File: src/rtl/letter_scroller.sv
// -----------------------------------------------------------------------------
// letter_scroller
//
// Scrolls a six-letter word across six seven-segment digits. The word sits in
// a 12-slot ring (six letters followed by six blank slots); a prescaler divides
// clk down to the scroll rate and each terminal count rotates the visible
// window by one slot.
//
// Parameters
//   TICK_DIV  clk cycles per scroll step (>= 2)
//   BLANK     letter code that darkens a digit
//
// Ports
//   clk                      system clock, rising edge
//   reset                    asynchronous, active-high reset
//   letter_in0..letter_in5   word to capture (letter_in0 = leftmost)
//   load                     capture letter_in* and restart from offset 0
//   enable                   1 = scrolling runs, 0 = frozen
//   dir                      0 = scroll left, 1 = scroll right
//   letter_out0..letter_out5 window toward the digit decoders (0 = leftmost)
//   step                     one-cycle pulse after each window shift
// -----------------------------------------------------------------------------
module letter_scroller #(
    parameter int unsigned TICK_DIV = 25000000,
    parameter logic [4:0]  BLANK    = 5'd26
) (
    input  logic       clk,
    input  logic       reset,
    input  logic [4:0] letter_in0,
    input  logic [4:0] letter_in1,
    input  logic [4:0] letter_in2,
    input  logic [4:0] letter_in3,
    input  logic [4:0] letter_in4,
    input  logic [4:0] letter_in5,
    input  logic       load,
    input  logic       enable,
    input  logic       dir,
    output logic [4:0] letter_out0,
    output logic [4:0] letter_out1,
    output logic [4:0] letter_out2,
    output logic [4:0] letter_out3,
    output logic [4:0] letter_out4,
    output logic [4:0] letter_out5,
    output logic       step
);

    localparam int unsigned    PW        = $clog2(TICK_DIV);
    localparam logic [PW-1:0]  TERM      = PW'(TICK_DIV - 1);
    localparam logic [3:0]     LAST_SLOT = 4'd11;
    localparam logic [4:0]     MAX_LEGAL = 5'd26;

    // Only the six word slots are stored; slots 6..11 are constant BLANK.
    logic [4:0]    word_q [6];
    logic [4:0]    word_d [6];
    logic [3:0]    offset_q, offset_d;
    logic [PW-1:0] presc_q,  presc_d;
    logic          step_q,   step_d;

    logic [4:0]    letter_in [6];
    logic [4:0]    window    [6];

    assign letter_in[0] = letter_in0;
    assign letter_in[1] = letter_in1;
    assign letter_in[2] = letter_in2;
    assign letter_in[3] = letter_in3;
    assign letter_in[4] = letter_in4;
    assign letter_in[5] = letter_in5;

    // Next-state logic. Load wins over a coincident terminal count.
    // NOTE: every signal written here gets a default first, so no path leaves
    // a value unassigned and no latch is inferred.
    always_comb begin
        for (int k = 0; k < 6; k++) begin
            word_d[k] = word_q[k];
        end
        offset_d = offset_q;
        presc_d  = presc_q;
        step_d   = 1'b0;

        if (load) begin
            for (int k = 0; k < 6; k++) begin
                // Codes 27..31 have no glyph; show them dark.
                word_d[k] = (letter_in[k] > MAX_LEGAL) ? BLANK : letter_in[k];
            end
            offset_d = '0;
            presc_d  = '0;
        end else if (enable) begin
            if (presc_q == TERM) begin
                presc_d = '0;
                step_d  = 1'b1;
                if (dir) begin
                    offset_d = (offset_q == 4'd0) ? LAST_SLOT : offset_q - 4'd1;
                end else begin
                    offset_d = (offset_q == LAST_SLOT) ? 4'd0 : offset_q + 4'd1;
                end
            end else begin
                presc_d = presc_q + 1'b1;
            end
        end
    end

    // NOTE: state registers use non-blocking assignments so every flop samples
    // the pre-edge value of every other flop.
    // NOTE: the word storage is reset as well, because the display must go
    // dark the moment reset is applied, not merely after the next load.
    always_ff @(posedge clk or posedge reset) begin
        if (reset) begin
            for (int k = 0; k < 6; k++) begin
                word_q[k] <= BLANK;
            end
            offset_q <= '0;
            presc_q  <= '0;
            step_q   <= 1'b0;
        end else begin
            for (int k = 0; k < 6; k++) begin
                word_q[k] <= word_d[k];
            end
            offset_q <= offset_d;
            presc_q  <= presc_d;
            step_q   <= step_d;
        end
    end

    // Window: slot (offset + K) mod 12; offset <= 11 and K <= 5, so a single
    // conditional subtract is enough for the modulo.
    always_comb begin
        logic [4:0] idx;
        idx = '0;
        for (int k = 0; k < 6; k++) begin
            idx = {1'b0, offset_q} + 5'(k);
            if (idx >= 5'd12) begin
                idx = idx - 5'd12;
            end
            window[k] = (idx < 5'd6) ? word_q[idx[2:0]] : BLANK;
        end
    end

    assign letter_out0 = window[0];
    assign letter_out1 = window[1];
    assign letter_out2 = window[2];
    assign letter_out3 = window[3];
    assign letter_out4 = window[4];
    assign letter_out5 = window[5];
    assign step        = step_q;

endmodule

File: config.mk
export PLATFORM = sky130hd
export DESIGN_NAME = letter_scroller
export DESIGN_NICKNAME = d
export VERILOG_FILES = /design/src/rtl/letter_scroller.sv
export SDC_FILE = /design/constraint.sdc
export NUM_CORES = 1
export LEC_CHECK = 0
export CORE_MARGIN = 2
export CORE_UTILIZATION = 55
export CTS_CLUSTER_SIZE = 14
export DETAILED_ROUTE_END_ITERATION = 10
export PLACE_DENSITY_LB_ADDON = 0.2
export SLEW_MARGIN = 30
export SYNTH_ARGS = -nofsm -noshare
export SYNTH_HDL_FRONTEND = slang
export SYNTH_SLANG_ARGS = --single-unit
export TNS_END_PERCENT = 100
File: constraint.sdc
create_clock -name clk -period 9.4 [get_ports clk]
set_input_delay 1.41 -clock clk [delete_from_list [all_inputs] [get_ports clk]]
set_output_delay 1.41 -clock clk [all_outputs]
set_load 0.02 [all_outputs]
==> out/results.ini, run 1 <==
[clock_network]
cts_setup_buffers = 0
cts_buffer_depth = 2
htree_levels = 3
holdBufCountCts = 0
post_cts_resized = 0
clock-sinks = 60
path_clk_slew_ns = 0.07
insertion_delay_ns = 0.34
numCtsBuffers = 9
cts_root_buf = clkbuf_8
cts_tree = done

[logic_synthesis]
synth_edf_count = 0
async_flop_share = 1.000
synth_ff_type = dfrtp_1
synth_top_area_cell = dfrtp_1
ys_seq_area_frac = 0.3287
syn_inst = 501
avgSynthCellArea_sq_um = 9.255
yosysTopAreaCellShare = 0.2267
synth_common_cells = 61 x nor2_1, 49 x nand2_1, 42 x dfrtp_1, 26 x inv_1, 23 x o21ai_0
yosysUniqueCellTypes = 57
yosysMostFrequentCell = nor2_1
synthTopCellsByArea = dfrtp_1 23%, dfstp_2 10%, mux4_2 9.7%
yosysWarnings = 0
syn_nets = 554
syn-cell-area_sq_um = 4637
ys_ff_latch = 60

[detailed_routing]
via_count = 4013
first_pass_iters = 5
drtIter0Drc = 256
routed_wl_mm = 11.26
routedWlPerCell_microns = 16.94
viasPerCell = 6.035
ant_nets = 0
drc_errors = 0

[setup_path]
cp.arrival_ns = 4.25
cp_cell_sequence = ha_1 > xor2_1 > inv_1 > ha_1 > o21a_1 > or3_1 > o21a_1 > o221a_2 > o311ai_0 > clkdlybuf4s50_1
cp_data_required_time_ns = 7.99
path_class = reg2out
crit_fanout = 41
critical-path-slowest-cell = dfrtp_4
cpPeakStageDelay_ns = 0.80
start_kind = register
cp-end-kind = primary output

[layout]
design_area_sq_um = 5519
area_growth_pct = 19.02
utilization = 0.6751
fill_cells = 663
drive_gt1_frac = 0.1464
layout.nets = 608
diodes = 0

[placement]
place_ws_ns = 3.830
dpl_cell_area_sq_um = 5299
place.gp.congestion = 0.8889
dp_hpwl_mm = 8.291
port-buffer-count = 65

[timing]
rsz0062_at_grt = false
min_period_ns = 5.657
clock.fmax_mhz = 176.8
tns_ns = 0
setup_ws_ns = 3.743
period_share = 0.6018
fin_skew_ns = 0.01016
hold_viol_final = 0
slew_headroom = 0.4688
maxSlewViolCount = 0
worstMarginPinSlew_ns = 0.7968
fin_hold_ws_ns = 0.5067
setup_viol = 0

[power]
switching_power_mw = 0.1849
netSwitchingFraction = 0.2730
power_density_nw_per_um2 = 122.7
ir_worst_vdd_uv = 70.20
p_clk_frac = 0.375
intPower_mw = 0.4923
combPwrFrac = 0.192
p_leak_nw = 2.172
seqPwrFrac = 0.434

[global_routing]
grt_max_degree = 61
grtUsageTotal = 0.2606
grt_pass1_vias = 3717
grt_pass1_wl_mm = 18.31
antenna_found_initial = 0
grt_overflow = 0

[die]
die_height_microns = 95.82
ios = 66
die-area_sq_um = 9181
initial_core_util = 0.5672
core-area_sq_um = 8175
die_w_microns = 95.82
rows = 33

[flow_run]
maxCapViolCount = 0

[worst_hold_path]
hold_path.class = reg2reg

[outcome]
outcome = finished, final reports clean

==> cells by family after synthesis <==
logic type / after synthesis / share of synthesized area
and+or+nand+nor: 193 / 0.2070
adders and majority gates: 18 / 0.04857
buffers and inverters: 50 / 0.05181
AOI/OAI and AO/OA: 98 / 0.1374
muxes: 54 / 0.1738
xor gates and xnor gates: 28 / 0.05289
DFF: 60 / 0.3287
==> through the flow <==
stage | total power, mW | cells
after global placement | 0.4235 | 649
after detailed placement | 0.4277 | 649
after floorplan | 0.3656 | 501
after CTS | 0.6829 | 665
final | 0.6773 | 665
after global routing | 0.7084 | 665
==> registers in the layout (all words and copies together) (netlist names) <==
name	cells
presc_q	25
step	1
word_q	30
offset_q	4
==> worst max-delay path: cells and delay by family, from the launching register on <==
family	cells	cell delay, ns
xor+xnor	1	0.34
simple gates	1	0.31
buf+inv	2	0.79
fa+ha+maj	2	0.71
compound gates	4	0.95
flops	1	0.80
==> area by class of cell <==
class                   instances  area (sq um)  share of cell area
inverters                      26         97.59             0.01768
clock inverters                 5         78.83             0.01428
well taps                     105         131.4             0.02380
flip-flops and latches         60          1529              0.2770
multi-input cells             391          2890              0.5237
repair buffers                 67         660.6              0.1197
clock buffers                  11         131.4             0.02380
==> power by group through the flow <==
stage                     Sequential [mW]  Clock, mW  Combinational, mW
after floorplan                     0.291          0             0.0743
after global placement              0.296          0              0.127
after detailed placement            0.298          0              0.130
after CTS                           0.293      0.259              0.130
after global routing                0.296      0.271              0.141
final                               0.294      0.254              0.130
==> placed cells by master, fill, tap and decap left out, types with 3 or more instances in the layout <==
master,netlist,layout
nand3_1,17,17
clkbuf_8,1,9
xnor2_1,10,10
o211ai_1,8,8
dfstp_2,18,18
nor3_1,12,11
or3_1,5,5
xor2_1,18,18
a31oi_1,6,6
and2_1,3,3
o311ai_0,3,3
nand2b_1,9,9
and3_1,6,6
o21a_1,3,3
nor2_1,61,61
mux2i_1,22,22
a211o_1,3,3
mux2_2,12,12
nand4_1,8,8
dfrtp_1,42,40
o21ai_0,23,23
a21boi_0,5,5
mux4_2,20,20
a211oi_1,4,4
nand2_1,49,49
a21o_1,5,5
inv_1,26,25
a21oi_1,22,22
nor2b_1,6,6
clkdlybuf4s50_1,0,64
ha_1,18,18
o31ai_1,3,3
==> routing by layer <==
layer | part of all wire | vias up | GRT usage
li1 | - | 1924 | -
met1 | 0.46 | 1960 | 0.3715
met2 | 0.48 | 114 | 0.4108
met5 | 0 | - | 0
met3 | 0.052 | 15 | 0.04307
met4 | 0.015 | 0 | 0.07738
==> path summary, 6_finish.rpt <==
kind,from,endpoint,slack [ns],cells after the start
setup / recovery,offset_q[0]$_DFFE_PP0P_,letter_out5[3],3.74,10
max in group asynchronous,reset,offset_q[0]$_DFFE_PP0P_,7.21,3
min in group asynchronous,reset,word_q[15]$_DFFE_PP0P_,1.61,3
hold reg to reg,word_q[1]$_DFFE_PP1P_,word_q[1]$_DFFE_PP1P_,0.51,2
setup reg to reg,offset_q[1]$_DFFE_PP0P_,offset_q[1]$_DFFE_PP0P_,6.70,5
hold / removal,word_q[1]$_DFFE_PP1P_,word_q[1]$_DFFE_PP1P_,0.51,2
Note: power is estimated with default switching activity, not from simulation.
==> run 2, diff against run 1 <==
Settings changed: CORE_UTILIZATION 55 to 50.
Clock period 9.4 ns to 5 ns, I/O delays scaled along.
==> out/results.ini, run 2 (synthesis results as in run 1) <==
[clock_network]
cts_setup_buffers = 0  ; unchanged
cts_root_buf = clkbuf_8  ; unchanged
htree_levels = 3  ; unchanged
path_clk_slew_ns = 0.07  ; about the same
post_cts_resized = 0  ; unchanged
cts_buffer_depth = 2  ; unchanged
clock-sinks = 60  ; unchanged
insertion_delay_ns = 0.33  ; was 0.34 ns
cts_tree = done  ; unchanged
holdBufCountCts = 0  ; unchanged
numCtsBuffers = 9  ; unchanged

[setup_path]
cp-end-kind = primary output  ; unchanged
path_depth = 11  ; was 10
crit_fanout = 14  ; was 41
worst-path-buf-inv = 2  ; unchanged
cp_top_family = compound AO/OA/AOI/OAI gates  ; unchanged
path_class = reg2out  ; unchanged
cp.arrival_ns = 3.82  ; was 4.25 ns
cpPeakStageDelay_ns = 0.68  ; was 0.80 ns
r2r_cells = 6  ; was 5
cp_cell_sequence = inv_1 > ha_1 > a21oi_1 > xnor2_1 > ha_1 > o21a_1 > or3_1 > o21a_1 > o221a_2 > o311ai_0 > clkdlybuf4s50_1  ; was ha_1 > xor2_1 > inv_1 > ha_1 > o21a_1 > or3_1 > o21a_1 > o221a_2 > o311ai_0 > clkdlybuf4s50_1
start_kind = register  ; unchanged
cp_data_required_time_ns = 4.25  ; was 7.99 ns
critical-path-slowest-cell = clkdlybuf4s50_1  ; was dfrtp_4

[global_routing]
grt_pass1_wl_mm = 19.12  ; was 18.31 mm
grt_overflow = 0  ; unchanged
grtUsageTotal = 0.2429  ; was 0.2606
grt_max_degree = 59  ; was 61
grt_pass1_vias = 3836  ; was 3717
antenna_found_initial = 0  ; unchanged

[timing]
worstMarginPinSlew_ns = 0.7549  ; was 0.7968 ns
hold_viol_final = 0  ; unchanged
min_period_ns = 4.570
rsz0062_at_grt = false  ; unchanged
fin_skew_ns = 0.004810  ; was 0.01016 ns
period_share = 0.9141
maxSlewViolCount = 0  ; unchanged
tns_ns = 0  ; unchanged
setup_viol = 0  ; unchanged
slew_headroom = 0.4931  ; was 0.4688
clock.fmax_mhz = 218.8

[layout]
regMostFlops = word_q  ; unchanged
mostFrequentLayoutCells = 64 x clkdlybuf4s50_1, 61 x nor2_1, 49 x nand2_1  ; unchanged
final_common_cell = clkdlybuf4s50_1  ; unchanged
area_growth_pct = 20.08  ; was 19.02%
reg_top3 = word_q: 30 flops, presc_q: 25 flops, offset_q: 4 flops  ; unchanged
instances_no_fill = 674  ; was 665
diodes = 0  ; unchanged
utilization = 0.6113  ; was 0.6751
layout.nets = 611  ; was 608
drive_gt1_frac = 0.1510  ; was 0.1464
largest_reg_flops = 30  ; unchanged

[power]
intPower_mw = 0.9753  ; was 0.4923 mW
power_density_nw_per_um2 = 236.7  ; was 122.7 nW/um^2
netSwitchingFraction = 0.2599  ; was 0.2730
seqPwrFrac = 0.422  ; was 0.434
p_leak_nw = 2.198  ; was 2.172 nW
switching_power_mw = 0.3424  ; was 0.1849 mW
p_clk_frac = 0.393  ; was 0.375
ir_worst_vdd_uv = 157.7  ; was 70.20 uV
combPwrFrac = 0.185  ; was 0.192

[detailed_routing]
ant_nets = 0  ; unchanged
via_count = 4023  ; was 4013
routed_wl_mm = 11.56  ; was 11.26 mm
drtIter0Drc = 259  ; was 256
first_pass_iters = 5  ; unchanged
routedWlPerCell_microns = 17.15  ; was 16.94 microns
drc_errors = 0  ; unchanged
viasPerCell = 5.969  ; was 6.035

[worst_hold_path]
hold_path.class = reg2reg  ; unchanged
holdPathStages = 2  ; unchanged

[placement]
port-buffer-count = 65  ; unchanged
place.gp.congestion = 0.8413  ; was 0.8889
place_inst = 658  ; was 649
dp_hpwl_mm = 8.790  ; was 8.291 mm

[die]
core-area_sq_um = 9109  ; was 8175 sq um
ios = 66  ; unchanged
die-area_sq_um = 10060  ; was 9181 sq um
die_height_microns = 100.3  ; was 95.82 microns
die_w_microns = 100.3  ; was 95.82 microns
initial_core_util = 0.5091  ; was 0.5672
rows = 35  ; was 33

[flow_run]
maxCapViolCount = 0  ; unchanged

[outcome]
outcome = finished, final reports clean  ; unchanged

-- run 2: cell count changes in the layout (fill, tap and decap cells not counted) --
cell | before | now
bufinv_16 | 2 | 3
dfrtp_4 | 1 | 0
dfrtp_2 | 1 | 2
clkinv_4 | 1 | 0
buf_4 | 2 | 5
-- run 2: per-layer routing --
metal,vias up,wire (microns),GRT usage
met2,140,5542,0.3748
li1,1929,-,-
met1,1940,5140,0.3531
met3,14,681,0.04457
met5,-,0,0
met4,0,196,0.06744
-- run 2: area by class of cell --
class | count | area (sq um)
repair buffers | 70 | 683.2
clock buffers | 11 | 131.4
multi-input cells | 391 | 2890
fillers | 816 | 3541
inverters | 26 | 97.59
well taps | 111 | 138.9
clock inverters | 5 | 100.1
flip-flops and latches | 60 | 1526
-- run 2: worst register-to-register path: cells and delay by family, from the launching register on --
| family | cells | cell delay, ns |
|---|---|---|
| AO/OA/AOI/OAI | 3 | 0.63 |
| buffers and inverters | 2 | 0.61 |
| adder cells (fa/ha/maj) | 1 | 0.79 |
| flip-flops | 1 | 0.36 |
-- run 2: final timing paths --
| kind | start | to | slack (ns) |
|---|---|---|---|
| min in group asynchronous | reset | word_q[17]$_DFFE_PP0P_ | 0.84 |
| worst max-delay path | offset_q[2]$_DFFE_PP0P_ | letter_out5[3] | 0.43 |
| worst min-delay path | word_q[21]$_DFFE_PP1P_ | word_q[21]$_DFFE_PP1P_ | 0.51 |
| max in group asynchronous | reset | word_q[21]$_DFFE_PP1P_ | 3.28 |
| worst min register to register | word_q[21]$_DFFE_PP1P_ | word_q[21]$_DFFE_PP1P_ | 0.51 |
| worst max register to register | offset_q[0]$_DFFE_PP0P_ | offset_q[1]$_DFFE_PP0P_ | 2.54 |
-- run 2: power groups by stage --
stage | combinational [mW] | clock (mW) | sequential (mW)
final | 0.243 | 0.518 | 0.557
after global routing | 0.264 | 0.546 | 0.560
after CTS | 0.246 | 0.525 | 0.555
after detailed placement | 0.245 | 0 | 0.564
after global placement | 0.242 | 0 | 0.561
after floorplan | 0.140 | 0 | 0.548
-- run 2: per-stage QoR --
step / area (sq um) / setup WS, ns / hold slack [ns] / power (mW)
finish: 5568 / 0.4295 / 0.5129 / 1.318
detailed placement: 5324 / 0.6249 / 0.4979 / 0.8085
global route: 5568 / 0.08490 / 0.5287 / 1.370
CTS: 5555 / 0.2441 / 0.5103 / 1.326
floorplan: 4637 / 1.154 / 0.4733 / 0.6874
global placement: 5318 / 0.7033 / 0.4910 / 0.8034
==> run 3, diff against run 2 <==
Settings changed: CAP_MARGIN set to 20.
==> results of run 3 <==
Final layout, timing and power as in run 2 (identical DEF).
